[config.mk]
export PLATFORM = sky130hd
export DESIGN_NAME = mux21_rr_arb
export DESIGN_NICKNAME = d
export VERILOG_FILES = /design/src/rtl/mux21_pkg.sv /design/src/rtl/mux21_rr_pick.sv /design/src/rtl/mux21_rr_arb.sv
export SDC_FILE = /design/constraint.sdc
export NUM_CORES = 1
export LEC_CHECK = 0
export ABC_AREA = 1
export CAP_MARGIN = 15
export CORE_MARGIN = 4
export CORE_UTILIZATION = 34
export DETAILED_ROUTE_END_ITERATION = 8
export PLACE_DENSITY = 0.78
export SETUP_SLACK_MARGIN = 0.05
export SLEW_MARGIN = 5
export SYNTH_ARGS = -nofsm -noshare
export SYNTH_HDL_FRONTEND = slang
export SYNTH_SLANG_ARGS = --single-unit
[constraint.sdc]
create_clock -name clk -period 0.92 [get_ports clk]
set_input_delay 0.092 -clock clk [delete_from_list [all_inputs] [get_ports clk]]
set_output_delay 0.092 -clock clk [all_outputs]
set_load 0.02 [all_outputs]
[src/rtl/mux21_pkg.sv]
// Shared constants and types for the two-source round-robin mux arbiter.
// Source indices double as out_sel encodings; lock_e drives the packet-lock FSM.
package mux21_pkg;

    localparam logic SRC_IN1 = 1'b0;
    localparam logic SRC_IN2 = 1'b1;

    typedef enum logic [1:0] {
        ARB   = 2'd0,
        LOCK1 = 2'd1,
        LOCK2 = 2'd2
    } lock_e;

endpackage

[src/rtl/mux21_rr_pick.sv]
// Combinational 2-way round-robin picker.
// Ports: valid[1:0] requests, ptr preferred source on a tie, grant[1:0] one-hot.
module mux21_rr_pick
    import mux21_pkg::*;
(
    input  logic [1:0] valid,
    input  logic       ptr,
    output logic [1:0] grant
);

    assign grant[0] = valid[0] & (~valid[1] | (ptr == SRC_IN1));
    assign grant[1] = valid[1] & (~valid[0] | (ptr == SRC_IN2));

endmodule

[src/rtl/mux21_rr_arb.sv]
// Two-source round-robin arbiter feeding one registered 2:1 mux output stage.
// Ports: clk, rst (sync, active high); inX_valid/inX_data/inX_ready per source;
// out_valid/out_data/out_sel/out_ready toward the consumer.
// MUX21_RR_ARB_LOCK_EN adds inX_last/out_last and holds the grant for a packet.
module mux21_rr_arb
    import mux21_pkg::*;
#(
    parameter int DW    = 8,
    parameter bit FIRST = 1'b0
) (
    input  logic          clk,
    input  logic          rst,
    input  logic          in1_valid,
    input  logic [DW-1:0] in1_data,
    output logic          in1_ready,
    input  logic          in2_valid,
    input  logic [DW-1:0] in2_data,
    output logic          in2_ready,
`ifdef MUX21_RR_ARB_LOCK_EN
    input  logic          in1_last,
    input  logic          in2_last,
    output logic          out_last,
`endif
    output logic          out_valid,
    output logic [DW-1:0] out_data,
    output logic          out_sel,
    input  logic          out_ready
);

    logic       ptr;
    logic       load;
    logic       win;
    logic [1:0] req;
    logic [1:0] grant;

`ifdef MUX21_RR_ARB_LOCK_EN
    lock_e st;
    logic  win_last;

    // A locked packet masks the other source off entirely, idle or not.
    always_comb begin
        req = {in2_valid, in1_valid};
        if (st == LOCK1) req = {1'b0, in1_valid};
        if (st == LOCK2) req = {in2_valid, 1'b0};
    end

    assign win_last = win ? in2_last : in1_last;
`else
    assign req = {in2_valid, in1_valid};
`endif

    // Output register can take a beat when empty or draining this cycle.
    assign load = ~out_valid | out_ready;
    assign win  = grant[1];

    mux21_rr_pick u_pick (
        .valid (req),
        .ptr   (ptr),
        .grant (grant)
    );

    assign in1_ready = ~rst & load & grant[0];
    assign in2_ready = ~rst & load & grant[1];

    always_ff @(posedge clk) begin
        if (rst) begin
            out_valid <= 1'b0;
            out_data  <= '0;
            out_sel   <= SRC_IN1;
            ptr       <= FIRST;
`ifdef MUX21_RR_ARB_LOCK_EN
            out_last  <= 1'b0;
            st        <= ARB;
`endif
        end else if (load) begin
            if (|grant) begin
                out_valid <= 1'b1;
                out_data  <= win ? in2_data : in1_data;
                out_sel   <= win;
`ifdef MUX21_RR_ARB_LOCK_EN
                out_last  <= win_last;
                if (win_last) begin
                    ptr <= ~win;
                    st  <= ARB;
                end else begin
                    st  <= win ? LOCK2 : LOCK1;
                end
`else
                ptr       <= ~win;
`endif
            end else begin
                out_valid <= 1'b0;
            end
        end
    end

endmodule

# Word level (Yosys, flattened, before mapping)
# Cells that the tools add are included.
word_totals:
  register_bits: 11
  out_inout_bits: 12
classes:
  muxes: 2
  n_reduce_logical: 2
  bitwise: 14
op_table:
  columns: ["op", "count"]
  rows:
  - ["8-bit two-way mux", 1]
  - ["1-bit NOT", 6]
  - ["1-bit bitwise AND", 5]
  - ["1-bit bitwise OR", 3]
  - ["2-bit AND reduction", 1]
  - ["2-bit OR reduction", 1]
  - ["1-bit two-way mux", 1]

# Longest topological paths before layout
# Gate-level depths: netlist (run 1).
logic_depth:
  word_depth: 5
  mapped_depth: 7
  mapped_depth_nobuf: 7

# By module
# A second synthesis (run 1) with hierarchy kept.
unflattened:
  cells_unflattened: 100
  area_unflattened_um2: 684.4
by_module_without_submodules:
  columns: ["mod", "cells_each", "instances", "area_each_um2", "seq_area_each_um2"]
  rows:
  - ["mux21_rr_arb", 95, 1, 664.4, 220.2]
  - ["mux21_rr_pick", 5, 1, 20.0, 0.0]

# Least setup slack after synthesis (run 1)
# No wires, ideal clock.
synth_timing:
  kind: "flip-flop to output port"
  start: "register out_valid"
  end: "output in1_ready"
  path_stages_with_launch: 4
  arrival_time_ns: 0.956
  required_time_ns: 0.828
  slack_ns: -0.128
  n_path_buf: 0
  path_cell_list: "dfxtp_1 nand2_1 nand3_1 nor2_1"
synth_via:
  elab_chain_len: 4
synth_rtl:
  columns: ["item", "line", "rtl"]
  rows:
  - ["start, declared", "mux21_rr_arb.sv:24", "output logic out_valid,"]
  - ["start signal, assigned", "mux21_rr_arb.sv:67", "out_valid <= 1'b0;"]
  - ["start signal, assigned", "mux21_rr_arb.sv:77", "out_valid <= 1'b1;"]
  - ["start signal, assigned", "mux21_rr_arb.sv:92", "out_valid <= 1'b0;"]
  - ["1-bit NOT", "mux21_rr_arb.sv:53", "assign load = ~out_valid | out_ready;"]
  - ["1-bit bitwise OR", "mux21_rr_arb.sv:53", null]
  - ["1-bit bitwise AND (2 in series)", "mux21_rr_arb.sv:62", "assign in1_ready = ~rst & load & grant[0];"]
  - ["end, declared", "mux21_rr_arb.sv:15", "output logic in1_ready,"]
# No other way between the ends.

# Worst setup path after layout (run 1)
layout_timing:
  start: "register ptr"
  end: "register out_data[4]"
layout_via:
  elab_chain_len: 5
  elab_cells_between_ends: 8
layout_rtl:
  columns: ["item", "line", "rtl"]
  rows:
  - ["start, declared", "mux21_rr_arb.sv:30", "logic ptr;"]
  - ["start signal, assigned", "mux21_rr_arb.sv:89", "ptr <= ~win;"]
  - ["1-bit NOT", "mux21_rr_pick.sv:11", "assign grant[0] = valid[0] & (~valid[1] | (ptr == SRC_IN1));"]
  - ["1-bit bitwise OR", "mux21_rr_pick.sv:11", null]
  - ["1-bit bitwise AND", "mux21_rr_pick.sv:11", null]
  - ["2-bit OR reduction", "mux21_rr_arb.sv:76", "if (|grant) begin"]
  - ["2-bit AND reduction (no source line)", null, null]
  - ["end signal, assigned", "mux21_rr_arb.sv:78", "out_data <= win ? in2_data : in1_data;"]
  - ["end, declared", "mux21_rr_arb.sv:25", "output logic [DW-1:0] out_data,"]
# Several ways; a longest one is shown, not always the timed one.
# A chain may end at the register's enable or synchronous reset.

==> results of run 1 <==
-- power breakdown --
| part | total, mW | leakage [nW] | internal [mW] | switching (mW) |
|---|---|---|---|---|
| sequential | 0.561 | 0.0940 | 0.533 | 0.0280 |
| combinational | 0.577 | 0.463 | 0.283 | 0.294 |
| clock | 0.351 | 0.0150 | 0.168 | 0.183 |
| total | 1.49 | 0.572 | 0.983 | 0.505 |
-- cell usage after synthesis (2+ instances only) --
master / n
inv_1: 13
nand3_1: 10
nand2_1: 36
a21oi_1: 2
nor2_1: 17
nand2_4: 2
dfxtp_1: 11
-- flip-flops by register name, indices dropped and copies added, names as in the netlist --
register / cells
ptr: 1
out_sel: 1
out_data: 8
out_valid: 1
-- cell families after synthesis --
group	Yosys count
compound gates	3
buf+inv	17
flops	11
simple gates	68
-- area by class of cell --
type | count | area [um2] | area share
clock buffers | 4 | 26.3 | 0.0228
repair buffers | 43 | 402 | 0.348
inverters | 14 | 52.6 | 0.0455
flip-flops and latches | 11 | 231 | 0.200
well taps | 25 | 31.3 | 0.0271
multi-input cells | 73 | 412 | 0.356
-- worst paths after layout --
check | start | endpoint | slack (ns) | depth (start not counted)
min | out_sel$_SDFFE_PP0P_ | out_sel$_SDFFE_PP0P_ | 0.46 | 2
min reg2reg | out_sel$_SDFFE_PP0P_ | out_sel$_SDFFE_PP0P_ | 0.46 | 2
max reg2reg | ptr$_SDFFE_PP0P_ | out_data[4]$_SDFFE_PP0P_ | -0.19 | 7
max | ptr$_SDFFE_PP0P_ | out_data[4]$_SDFFE_PP0P_ | -0.19 | 7
-- critical path, cell delays in order (launching register included) --
cell and delay (ns):
dfxtp_2 0.34, inv_2 0.06, nand2_4 0.06, buf_6 0.14, nand3_4 0.15, nand2_8 0.11
nor2_4 0.12, nor2_1 0.05
-- what timing repair did --
action	in CTS	in global routing
hold buffers	0	0
setup endpoints to repair	23	23
cloned	2	0
hold endpoints to repair	0	0
buffers inserted	1	2
pin swaps	3	12
resized for setup	62	25
-- metal layers --
layer / up-vias / track usage
met1: 348 / 0.165
met2: 25 / 0.309
met4: 0 / 0.0717
li1: 391 / -
met5: - / 0
met3: 5 / 0.0297
-- stage by stage --
stage,total power [mW],area (um2),hold slack (ns),std cells,utilization
2_1_floorplan,0.821,627,0.147,99,-
3_3_place_gp,1.05,1010,0.436,161,0.588
3_5_place_dp,1.06,1010,0.446,161,0.588
4_1_cts,1.43,1060,0.416,168,0.617
5_1_grt,1.58,1150,0.479,170,0.669
6_report,1.49,1150,0.459,170,0.669
==> out/summary.txt, run 1 <==
CP max FO = 9
Synth warn = 0
Area leader, netlist = dfxtp_1
Final WS setup = -0.191 ns
DRT Wirelength = 1950 um
Antenna-violating nets left = 0
Post-synth top area share = 0.359
Via count = 769
Clock root cell = clkbuf_4
H-tree levels = 1
Peak Freq = 0.900 GHz
Seq/Total Area, Yosys = 0.359
Post-synthesis register bit count = 11
DRT Pass-1 Iters = 5
Met3 Routed Length = 96 um
Post-Synthesis Cells = 99
Area growth syn-to-layout = 88.4%
First-pass GRT wire length = 3150 um
Largest family of logic cells by synthesized area = simple AND/OR/NAND/NOR gates
Async S/R FF share, synth = 0
Layout cell share with drive strength beyond 1 = 0.372
Dpl hpwl = 1290 um
Synth Area in Compound Gates = 0.0245
Startpoint Class = register
Initial Util = 0.355
PortBufs = 32
Top-Level Pins = 33
Worst Clk Skew = 0.00934 ns
Drt drc = 0
Vias/cell = 4.52
Min Tclk post-route = 1.11 ns
Mapped Nets = 120
Synth Area per Inst = 6.19 um2
Number of synthesized flops with an enable pin = 0
Place WS = -0.668 ns
Grt ovf = 0
Initial DRC Count = 17
Commonest non-fill, non-tap cell in the layout = nand2_1
CP arrival = 1.28 ns
Crit. End Element = register
Clk_lat worst skew = 0.28 ns
Antenna diodes = 0
Setup TNS Final = -2.23 ns
Routed wire per std cell = 11.4 um
HP Class = reg2reg
Final setup vio count = 13
Vias in the first global route = 741
Fin. max-slew vios = 0
Uppermost layer routed = met4
Largest net degree at the start of global routing = 11
Simple-gate share of the synthesized area = 0.492
Power density over the cells = 1290 nW/um2
Max Cap Viol = 0
Violated checks = setup timing
CP Data Required Time = 1.09 ns
Crit path kind = reg2reg
Peak VDD IR = 0.775 mV
Synth Area in Adders = 0
Die width = 50.5 um
Die height = 50.5 um
Die Area = 2550 um2
Met1 WL = 768 um
Max Root-Sink Buffers = 2
Reg clk slew, reported paths = 0.07 ns
Core region area = 1730 um2
Ranking of synthesized cells by area = dfxtp_1 36%, nand2_1 22%, nor2_1 10%
NumNets Final = 167
Most frequent cells in the layout = 34 x nand2_1, 18 x clkdlybuf4s50_1, 17 x buf_4
Unrepaired setup endpoints after global routing = yes
Clk sinks = 11
Post-Syn Area = 613 um2
TritonCTS buffer count = 3
Slew at the pin closest to its max-slew limit = 0.240 ns
Mux share of post-synthesis cell area = 0
Routed wl met2 = 1040 um
Status = finished, violations left
Initial antenna violation count = 0
Global Route Usage Sum = 0.160
# rows = 15
Xor/xnor cell area share of the yosys netlist = 0
Worst rel slew slack = 0.840
Cell variety after synth = 15
Fill cells = 159
Pleak = 0.572 nW
Final Cycle Share = 1.21
TritonCTS clock tree = built
Top_reg_cell synth = dfxtp_1
Final Hold Viols = 0
Gpl congestion = 0.785
Power figures use the tool's default switching activity.
==> run 2, diff against run 1 <==
--- a/config.mk
+++ b/config.mk
@@ -12,6 +12,7 @@
 export DETAILED_ROUTE_END_ITERATION = 8
 export PLACE_DENSITY = 0.78
 export SETUP_SLACK_MARGIN = 0.05
+export SKIP_CTS_REPAIR_TIMING = 1
 export SLEW_MARGIN = 5
 export SYNTH_ARGS = -nofsm -noshare
 export SYNTH_HDL_FRONTEND = slang
==> out/summary.txt, run 2 (synthesis results as in run 1) <==
Status = finished, violations left
Violated checks = setup timing
Met1 WL = 755 um
HP Class = in2reg
Peak VDD IR = 0.767 mV
Initial antenna violation count = 0
First-pass GRT wire length = 2750 um
Top-Level Pins = 33
Max Root-Sink Buffers = 2
Largest net degree at the start of global routing = 20
Final WS setup = -0.202 ns
Fin. max-slew vios = 0
Area growth syn-to-layout = 84.1%
Crit path kind = reg2out
CP max FO = 3
CP peak stage delay = 0.33 ns
Setup TNS Final = -2.21 ns
Most frequent cells in the layout = 30 x nand2_1, 18 x clkdlybuf4s50_1, 17 x buf_4
NumNets Final = 167
Routed wire per std cell = 11.5 um
Setup crit start = out_valid$_SDFFE_PP0N_
PortBufs = 32
Switching share of power = 0.337
Uppermost layer routed = met4
Clk sinks = 11
Global Route Usage Sum = 0.139
NetSw = 0.494 mW
Die height = 50.5 um
Crit path max-delay family = flip-flops
Vias/cell = 4.59
Clk_lat worst skew = 0.28 ns
R2r startpoint = ptr$_SDFFE_PP0P_
Initial Util = 0.355
Pleak = 0.575 nW
# rows = 15
Max reg flops = 8
Fill cells = 161
Layout cell share with drive strength beyond 1 = 0.393
Worst path bufs/invs = 1
Gpl congestion = 0.785
Dpl hpwl = 1290 um
Reg with most FFs = out_data
Final Hold Viols = 0
Peak Freq = 0.891 GHz
Reg clk slew, reported paths = 0.07 ns
Power density over the cells = 1300 nW/um2
Final Cycle Share = 1.22
Unrepaired setup endpoints after global routing = yes
Grt ovf = 0
Antenna-violating nets left = 0
Crit-path cells = nand2_2 -> nand3_2 -> nor2_2 -> buf_6
DRT Wirelength = 1950 um
Comb power frac = 0.379
Slew at the pin closest to its max-slew limit = 0.203 ns
Antenna diodes = 0
Sequential share of power = 0.382
H-tree levels = 1
Max Cap Viol = 0
Routed wl met2 = 1030 um
Die width = 50.5 um
Initial DRC Count = 34
Vias in the first global route = 671
Startpoint Class = register
Crit. End Element = primary output
Via count = 780
Commonest non-fill, non-tap cell in the layout = nand2_1
CP arrival = 1.03 ns
Worst Clk Skew = 0.00391 ns
Die Area = 2550 um2
Slowest CP cell = dfxtp_2
DRT Pass-1 Iters = 4
Hold_sp = in1_valid
Worst rel slew slack = 0.864
Clock root cell = clkbuf_4
CP Data Required Time = 0.83 ns
Internal = 0.971 mW
Met3 Routed Length = 127 um
TritonCTS buffer count = 3
Drt drc = 0
Clk pwr share = 0.239
Place WS = -0.668 ns
Final setup vio count = 13
Core region area = 1730 um2
TritonCTS clock tree = built
Min Tclk post-route = 1.12 ns
[run 2: changes by cell type in the layout (fill, tap and decap cells not counted), moves of 2 or more]
cell / delta
nand2_2: +5
nand2_1: -4
dlygate4sd2_1: -2
dlymetal6s2s_1: +2
nor2_4: -2
[run 2: power by group through the flow]
| stage | Sequential, mW | Clock, mW | Combinational (mW) |
|---|---|---|---|
| after CTS | 0.551 | 0.357 | 0.502 |
| after floorplan | 0.616 | 0 | 0.205 |
| after global placement | 0.561 | 0 | 0.492 |
| final | 0.560 | 0.350 | 0.555 |
| after global routing | 0.567 | 0.382 | 0.600 |
| after detailed placement | 0.563 | 0 | 0.500 |
[run 2: through the flow]
step	cell area [um2]	std cells	power [mW]	hold WS [ns]	util
floorplan	627	99	0.821	0.147	-
global placement	1010	161	1.05	0.436	0.588
detailed placement	1010	161	1.06	0.446	0.588
CTS	1040	165	1.41	0.457	0.603
global route	1130	170	1.55	0.319	0.654
finish	1130	170	1.46	0.289	0.654
[run 2: area by class of cell]
| type | instances | area, um2 | area share |
|---|---|---|---|
| repair buffers | 43 | 398 | 0.353 |
| clock buffers | 4 | 26.3 | 0.0233 |
| inverters | 14 | 52.6 | 0.0466 |
| multi-input cells | 73 | 388 | 0.344 |
| well taps | 25 | 31.3 | 0.0277 |
| flip-flops and latches | 11 | 233 | 0.206 |
[run 2: tightest hold or removal path, stage by stage]
cell and delay, ns:
dlymetal6s2s_1 0.17, nand3_2 0.11, buf_4 0.11, o21ai_2 0.04
[run 2: path summary, 6_finish.rpt]
| kind | endpoint | cells past startpoint | slack (ns) |
|---|---|---|---|
| setup / recovery | in1_ready | 4 | -0.20 |
| hold / removal | ptr$_SDFFE_PP0P_ | 4 | 0.29 |
| setup reg to reg | out_data[7]$_SDFFE_PP0P_ | 7 | -0.20 |
| hold reg to reg | out_sel$_SDFFE_PP0P_ | 2 | 0.45 |
[run 2: routing by layer]
metal,GRT usage,vias up
met2,0.257,36
met1,0.150,347
met5,0,-
met3,0.0267,5
met4,0.0673,0
li1,-,392
==> RTL edit 1, RTL diff (config.mk and constraints of run 2) <==
Change the parameter `FIRST` from 1'b0 to 1'b1.
--- a/src/rtl/mux21_rr_arb.sv
+++ b/src/rtl/mux21_rr_arb.sv
@@ -6,7 +6,7 @@
     import mux21_pkg::*;
 #(
     parameter int DW    = 8,
-    parameter bit FIRST = 1'b0
+    parameter bit FIRST = 1'b1
 ) (
     input  logic          clk,
     input  logic          rst,
Behaviour: not the same (Yosys sat finds a counterexample within 4 cycles, from zero or initial values and one cycle with rst high).
==> RTL edit 1 against run 2 <==
The flow still finishes with violations (setup timing). Total power is 1.7% higher. Cell count is 0.59% lower. Worst setup slack better by 0.0019 ns. Wire length is 2.6% higher. Worst hold slack better by 0.040 ns. Clock skew hardly changed. Synthesized area is 5.1% higher. Final area is 3.1% higher. Non-clock buffer count is 1 lower. Sequential cell count stayed put. Critical path type unchanged. Critical endpoint unchanged. Highest routed layer unchanged.
==> RTL edit 1: results <==
[worst_setup_path]
path_max_fanout = 3
cp.arrival_ns = 1.03
slowest_delay_ns = 0.36
slowest_stage = "dfxtp_4"
r2r_end = "out_data[5]"
r2r-start = "ptr"
reg2reg_depth = 8
r2r_slack_ns = -0.19

[drt]
dr.pass1.iters = 4
detail_route.wl_per_cell_um = 11.9
viasPerCell = 4.46
drt_iter0_drc = 3

[global_route]
grt_pass1_wl_um = 2620
grt_pass1_vias = 621
track_usage_pct = 13.4
grt_max_degree = 19

[min_path]
hold-path-endpoint = "out_sel"
hold-path-cell-count = 4
hold_path.class = "primary input to flip-flop"

[sta]
skew_ns = 0.00388
slew_headroom_pct = 82.6
holdWs_ns = 0.329
setup_viol_count_final = 13
finalWorstSetupSlack_ns = -0.200

[placement]
port_buffers = 32
routabilityCongestion = 0.762
post-place-ws_ns = -0.681
dp_hpwl_um = 1300

[finish]
drive_gt1_share_pct = 39.6
nets = 166
largest-register = "out_data"
antenna_cells = 0
largest_reg_flops = 8

[status]
status = "complete, but fails checks"
violations = "setup timing"

[synthesis]
ys_top_cells_by_area = "dfxtp_1, nand2_1, nor2_2"
yosysSeqAreaShare_pct = 34.2
synth_cell_types = 15
synth_ff_type = "dfxtp_1"
yosys_warnings = 0
synthTopCellsByCount = "nand2_1, inv_1, dfxtp_1, nor2_1"
async_reset_ff_share_pct = 0
syn-num-nets = 119

[clock_network]
numCtsBuffers = 3
insertion_delay_ns = 0.27
path_clk_slew_ns = 0.07
htree_levels = 1

[power]
leakage_nw = 0.593
peakVddDrop_mv = 0.741
swShare_pct = 33.9
RTL edit 1: cell type report:
type	instances	area, sq um
Clock buffer	4	26.3
Fill cell	179	601
Inverter	14	52.6
Multi-Input combinational cell	73	429
Sequential cell	11	231
Tap cell	25	31.3
Timing Repair Buffer	42	393
RTL edit 1: cells by family (layout without fill, tap and decap cells):
logic type	after synthesis	after routing	share of synthesized area, %
flops	11	11	34.2
buf+inv	16	60	12.0
simple gates	69	71	51.8
compound gates	2	2	1.94
RTL edit 1: worst max-delay path by stage:
stage / start / endpoint / slack [ns]
3_5_place_dp: in2_valid / in1_ready / -0.68
3_3_place_gp: out_ready / in1_ready / -0.63
5_1_grt: ptr / ptr / -0.27
2_1_floorplan: ptr / out_data[5] / -0.08
6_report: out_valid / in1_ready / -0.20
4_1_cts: out_valid / in1_ready / -0.70
RTL edit 1: worst min-delay path, stage by stage:
cell            delay [ns]
dlymetal6s2s_1        0.19
nand3_4               0.12
nand2_1               0.06
nor2_1                0.09
RTL edit 1: layer usage:
metal | part of all wire (%) | GRT usage, % | up-vias
met1 | 39 | 16.2 | 335
met4 | 2.1 | 9.17 | 0
met5 | 0 | 0 | -
li1 | - | - | 392
met2 | 53 | 21.4 | 22
met3 | 5.4 | 2.29 | 4
RTL edit 1: power groups by stage:
stage	logic (mW)	clock network, mW	registers, mW
2_1_floorplan	0.243	0	0.618
5_1_grt	0.644	0.373	0.567
6_report	0.593	0.337	0.560
4_1_cts	0.539	0.354	0.552
3_3_place_gp	0.526	0	0.561
3_5_place_dp	0.536	0	0.563
RTL edit 1: per-stage QoR:
stage	std cells	TNS (ns)	utilization (%)	cell area [sq um]
finish	169	-2.31	66.0	1160
global route	169	-3.17	66.0	1160
CTS	165	-8.25	60.9	1070
detailed placement	161	-7.95	59.4	1050
global placement	161	-7.41	59.4	1050
floorplan	98	-0.477	-	662
==> RTL edit 2, RTL diff (settings of run 2) <==
Made on the original files. Reset style: asynchronous (`rst`), changed in one clocked block.
--- a/src/rtl/mux21_rr_arb.sv
+++ b/src/rtl/mux21_rr_arb.sv
@@ -62,7 +62,7 @@
     assign in1_ready = ~rst & load & grant[0];
     assign in2_ready = ~rst & load & grant[1];
 
-    always_ff @(posedge clk) begin
+    always_ff @(posedge clk or posedge rst) begin
         if (rst) begin
             out_valid <= 1'b0;
             out_data  <= '0;
Check against the original RTL: differs if rst is asserted again (counterexample within 4 cycles, from zero or initial values and one cycle with rst high); with rst held inactive, the same outputs for 10 cycles.
==> RTL edit 2 against run 2 <==
The run still ends with setup timing left. Fmax shrank 5.0%. Via count shrank 6.4%. Total power grew 35%. Critical path type unchanged. Register-to-register slack gained 0.02 ns. Worst setup slack lost 0.059 ns. Die area shrank 0.69%. Sequential power grew 18%. Largest cell class unchanged. Final area grew 9.8%. Critical endpoint unchanged. Synthesized area shrank 0.82%. Sequential cell count is the same. Synthesized cell count shrank 15%. Core utilization grew 7.2 points. Wire length shrank 14%. Clock power shrank 4%.
==> RTL edit 2: results <==
[placement]
routabilityCongestion = 0.746
dp_hpwl_um = 1290
post-place-ws_ns = -0.671
dp_cells = 154
placed_area_sq_um = 1070

[sta]
setup_viol_count_final = 13
tns_ns = -2.36
skew_ns = 0.000352
slew_headroom_pct = 84.6
finalWorstSetupSlack_ns = -0.261

[drt]
drt_iter0_drc = 9
viasPerCell = 4.37
wl_met3_um = 109
met2WireLength_um = 874
dr.pass1.iters = 2
highest_layer = "met3"

[synthesis]
avgSynthCellArea_sq_um = 7.24
yosysSeqAreaShare_pct = 45.3
synthTopCellsByCount = "nand2_1, nand3_1, dfrtp_1"
synth_cell_types = 12
ys_top_cells_by_area = "dfrtp_1, nand2_1, nand3_1"
async_reset_ff_share_pct = 100
syn-num-nets = 105
synth-compound-area-share_pct = 0.823

[global_route]
use_met2_pct = 23.3
track_usage_pct = 13.3
grt_pass1_wl_um = 2640
grt_max_degree = 12
grt.met3_usage_pct = 1.78
grt_pass1_vias = 695

[finish]
drive_gt1_share_pct = 39.4
nets = 164

[min_path]
hold_path.class = "primary input to async pin"

[worst_setup_path]
slowest_delay_ns = 0.44
cp.arrival_ns = 1.09
crit_family = "flip-flops"
path_max_fanout = 3

[status]
violations = "setup timing"
status = "complete, but fails checks"

[power]
p_comb_mw = 0.983
swShare_pct = 34.3
p_sw_mw = 0.679
pg_clk_mw = 0.337
peakVddDrop_mv = 0.751
leakage_nw = 0.657
==> RTL edit 2: changes by cell type in the layout (fill, tap and decap cells not counted), moves of 4 or more <==
cell	delta
nor2_1	-14
buf_6	+13
dfxtp_2	-10
dfrtp_1	+9
inv_1	-9
nand3_1	+8
nand2_1	+5
nor2_2	-4
==> RTL edit 2: worst paths after layout <==
check	startpoint	to	slack [ns]	cells after the start
worst max register to register	ptr	out_data[4]	-0.18	7
min in group clk	in2_valid	out_sel	0.33	4
max in group asynchronous	rst	ptr	0.56	3
worst max-delay path	ptr	in1_ready	-0.26	4
worst min register to register	out_data[1]	out_data[1]	0.50	2
worst min-delay path	rst	out_sel	0.21	3
==> RTL edit 2: cell type report <==
class	instances	area [sq um]
Tap cell	25	31.3
Sequential cell	11	278
Inverter	6	27.5
Fill cell	124	469
Timing Repair Buffer	56	537
Multi-Input combinational cell	65	339
Clock buffer	4	26.3
